**config.mk**
```make
export PLATFORM = sky130hd
export DESIGN_NAME = pipe_stage_buf
export DESIGN_NICKNAME = d
export VERILOG_FILES = /design/src/rtl/pipe_stage_buf.sv
export SDC_FILE = /design/constraint.sdc
export NUM_CORES = 1
export LEC_CHECK = 0
export CORE_ASPECT_RATIO = 0.7
export CORE_MARGIN = 4
export CORE_UTILIZATION = 40
export DETAILED_ROUTE_END_ITERATION = 7
export PLACE_DENSITY = 0.69
export SYNTH_ARGS = -nofsm -noshare
export SYNTH_HDL_FRONTEND = slang
export SYNTH_SLANG_ARGS = --single-unit
```
**constraint.sdc**
```tcl
create_clock -name clk -period 3.95 [get_ports clk]
set_input_delay 0.395 -clock clk [delete_from_list [all_inputs] [get_ports clk]]
set_output_delay 0.395 -clock clk [all_outputs]
set_load 0.005 [all_outputs]
```
**src/rtl/pipe_stage_buf.sv**
```systemverilog
// Inter-stage pipeline buffer carrying an opaque payload under valid/allowin handshake.
// SKID_EN selects a single-entry register or a two-entry skid buffer with registered allowin.
module pipe_stage_buf #(
   parameter int DATA_W    = 64,
   parameter bit SKID_EN   = 1'b1,
   parameter bit FLUSH_CLR = 1'b1
) (
   input  logic              clk,
   input  logic              rst_n,
   input  logic              flush,
   input  logic              in_valid,
   input  logic              in_ready_go,
   input  logic [DATA_W-1:0] in_data,
   output logic              in_allowin,
   output logic              in_fire,
   output logic              out_valid,
   output logic [DATA_W-1:0] out_data,
   input  logic              out_allowin,
   output logic [1:0]        occupancy
);

   logic              head_valid;
   logic              skid_valid;
   logic [DATA_W-1:0] head_data;
   logic              push;
   logic              pop;

   assign in_fire   = in_valid & in_ready_go & in_allowin;
   assign push      = in_fire;
   assign pop       = head_valid & out_allowin;
   assign out_valid = head_valid;
   assign out_data  = head_data;
   assign occupancy = {1'b0, head_valid} + {1'b0, skid_valid};

   generate
      if (SKID_EN) begin : g_skid
         logic [DATA_W-1:0] skid_data;

         // Allowin depends only on state, so no path from out_allowin reaches upstream.
         assign in_allowin = !skid_valid;

         always_ff @(posedge clk or posedge rst_n) begin
            if (rst_n) begin
               head_valid <= 1'b0;
               skid_valid <= 1'b0;
               head_data  <= '0;
               skid_data  <= '0;
            end else if (flush) begin
               head_valid <= 1'b0;
               skid_valid <= 1'b0;
               if (FLUSH_CLR) begin
                  head_data <= '0;
                  skid_data <= '0;
               end
            end else if (skid_valid) begin
               if (pop) begin
                  head_data  <= skid_data;
                  skid_valid <= 1'b0;
               end
            end else if (push) begin
               if (!head_valid || pop) begin
                  head_data  <= in_data;
                  head_valid <= 1'b1;
               end else begin
                  skid_data  <= in_data;
                  skid_valid <= 1'b1;
               end
            end else if (pop) begin
               head_valid <= 1'b0;
            end
         end
      end else begin : g_single
         assign in_allowin = !head_valid | out_allowin;
         assign skid_valid = 1'b0;

         always_ff @(posedge clk or posedge rst_n) begin
            if (rst_n) begin
               head_valid <= 1'b0;
               head_data  <= '0;
            end else if (flush) begin
               head_valid <= 1'b0;
               if (FLUSH_CLR) begin
                  head_data <= '0;
               end
            end else if (push) begin
               head_data  <= in_data;
               head_valid <= 1'b1;
            end else if (pop) begin
               head_valid <= 1'b0;
            end
         end
      end
   endgenerate

endmodule
```
==> reports/metrics.csv <==
stage,metric,value,unit
sta,setup violators final,0,
flow_run,max-cap violation count,0,
power,P_leak,0.00338,µW
cts,Root Buffer,clkbuf_16,
cts,CTS Buf Count,17,
placement,post-DP HPWL,10700,µm
finish,post-layout util,55.1,%
logic_synthesis,Cells after Synth,522,
global_routing,largest net degree at the start of global routing,69,
cts,CTS HTree Levels,4,
power,sw power,844,µW
cts,post-CTS resize count,0,
placement,gpl congestion,0.803,
sta,Final Hold Viols,0,
sta,fin. max-slew vios,0,
power,switching share of power,24.1,%
die,Top Ports,139,
detailed_routing,Remaining DRCs,0,
finish,"most common cell after layout, fill and taps aside",clkdlybuf4s50_1,
power,Pint,2660,µW
critical_path,CP Launch Type,flop,
die,die height,111,µm
critical_path,Crit. End Element,primary output,
finish,Area Growth Syn to Fin,34.1,%
global_routing,All-Layer GR Usage,20.5,%
finish,Nets,704,
worst_hold_path,Worst Hold Class,primary input to flop,
finish,fraction of layout cells with a size suffix above 1,17.8,%
critical_path,kind of critical path,flop to primary output,
global_routing,vias in the first global route,5057,
logic_synthesis,Post-Syn Nets,593,
global_routing,initial antenna violation count,1,
cts,later-pin clock latency in the skew report,0.41,ns
logic_synthesis,register area share after synthesis,53.6,%
power,Combinational Power Share,13.3,%
sta,worst-margin pin slew,1.28,ns
logic_synthesis,#FFs+latches synth,130,
sta,relative slew slack,14.9,%
critical_path,WP data required,3.56,ns
die,Core ar.,14800,µm²
detailed_routing,First DRT Iteration DRCs,348,
placement,Buffers on Ports,138,
power,Clock power frac,45.6,%
detailed_routing,DRT Pass-1 Iters,5,
die,Starting Density,41.1,%
sta,Worst Clk Skew,0.00821,ns
run_status,status,"complete, no violations",
power,total power,3500,µW
detailed_routing,number of vias per cell,5.73,
detailed_routing,Antenna Nets Post-Route,0,
cts,CTS Buffer Depth,2,
die,total die area,17200,µm²
sta,fmax,369,MHz
cts,clock slew at reported path FFs,0.06,ns
finish,# diodes,0,
critical_path,Critical Path AT,2.32,ns
cts,post-CTS setup buffer count,0,
critical_path,CP max FO,31,
detailed_routing,Post-Route WL,17600,µm
cts,TritonCTS clock tree,done,
logic_synthesis,Netlist Area Pre-Place,6070,µm²
die,num rows,37,
cts,clock sink count,130,
sta,crit share post-route,68.6,%
detailed_routing,Vias,4817,
power,maximum vdd drop,268,µV
sta,setup TNS,0,ns
sta,unrepaired setup endpoints after global routing,no,
cts,hold buffers post-CTS,0,
detailed_routing,Avg WL per Cell,21.0,µm
logic_synthesis,library cells used by synthesis,20,
sta,Final min period,2.71,ns
global_routing,grt total ovfl,0,
finish,"commonest non-fill, non-tap cells in the layout","clkdlybuf4s50_1 (137), dfrtp_1 (129), inv_1 (65), a211oi_1 (65)",
global_routing,first-pass GRT wire length,28100,µm
power,sequential power share,41.1,%
power,P per Cell Area,431,nW/µm²
logic_synthesis,syn_area_per_cell,11.6,µm²
die,Horiz. Die Dim,155,µm
logic_synthesis,synth warn,0,
==> metrics by stage <==
stage / hold WS (ns) / area, µm² / instances / worst slack (ns)
after floorplan: 0.460 / 6070 / 522 / 0.0857
after global placement: 0.477 / 7540 / 809 / 1.33
after detailed placement: 0.476 / 7540 / 809 / 1.23
after CTS: 0.410 / 8140 / 840 / 1.22
after global routing: 0.439 / 8140 / 840 / 1.17
final: 0.434 / 8140 / 840 / 1.24
==> cells in the mapped netlist <==
cell type,instances,area [µm²]
inv_2,2,7.51
or3_1,1,6.26
nand3b_4,1,20.0
clkbuf_1,34,128
buf_6,7,78.8
buf_4,1,7.51
nor2b_1,1,6.26
buf_2,14,70.1
ha_1,1,12.5
nor2b_2,1,8.76
a211oi_1,65,488
a21oi_1,3,15.0
nor4_4,1,21.3
a21oi_2,1,8.76
dfrtp_1,130,3250
a21o_1,1,7.51
nor4_1,64,400
a22o_1,64,561
mux2_2,64,721
inv_1,66,248
==> registers in the layout, summed over array words and instances, names as in the netlist <==
name and count:
out_data 64, out_valid 1, g_skid.skid_data 64, skid_valid 1
==> per-layer routing <==
metal  vias up  global-route usage, %  wire length (µm)
met2       200                   31.1              8000
met1      2435                   28.8              8050
met3        15                   6.55              1440
met4         2                   4.78               118
li1       2165                      -                 -
met5         -                      0                11
==> layout make-up <==
cell class | count | area [µm²]
clock buffers | 21 | 460
clock inverters | 10 | 134
fillers | 1256 | 6630
inverters | 68 | 258
multi-input cells | 268 | 2310
flip-flops and latches | 130 | 3250
well taps | 195 | 244
repair buffers | 148 | 1480
==> power by group through the flow <==
| stage | clock network, µW | registers (µW) | logic [µW] |
|---|---|---|---|
| detailed placement | 0 | 1460 | 468 |
| finish | 1600 | 1440 | 465 |
| global placement | 0 | 1460 | 457 |
| floorplan | 0 | 1450 | 217 |
| global route | 1690 | 1450 | 506 |
| CTS | 1620 | 1440 | 470 |
==> critical path, cell delays in order, from the launching register on <==
cell and delay [ns]:
dfrtp_2 0.66, buf_4 0.49, ha_1 0.32, clkdlybuf4s50_1 0.44
==> final timing paths <==
kind                                             end            startpoint  slack (ns)  depth (start not counted)
max in group asynchronous               out_data[19]                 rst_n        2.58                          3
worst max register to register           out_data[4]            skid_valid        1.60                          3
worst min register to register  g_skid.skid_data[22]  g_skid.skid_data[22]        0.49                          1
min in group asynchronous       g_skid.skid_data[10]                 rst_n        0.50                          2
worst min-delay path                       out_valid                 flush        0.43                          2
worst max-delay path                    occupancy[0]            skid_valid        1.24                          3
==> kinds of logic (layout without fill, tap and decap cells) <==
family,Yosys count,after routing,synth area share [%]
buf+inv,124,247,8.89
simple gates,69,69,7.63
mux,64,64,11.9
compound gates,134,134,17.8
fa+ha+maj,1,1,0.206
flops,130,130,53.6
(Power assumes the default switching activity.)
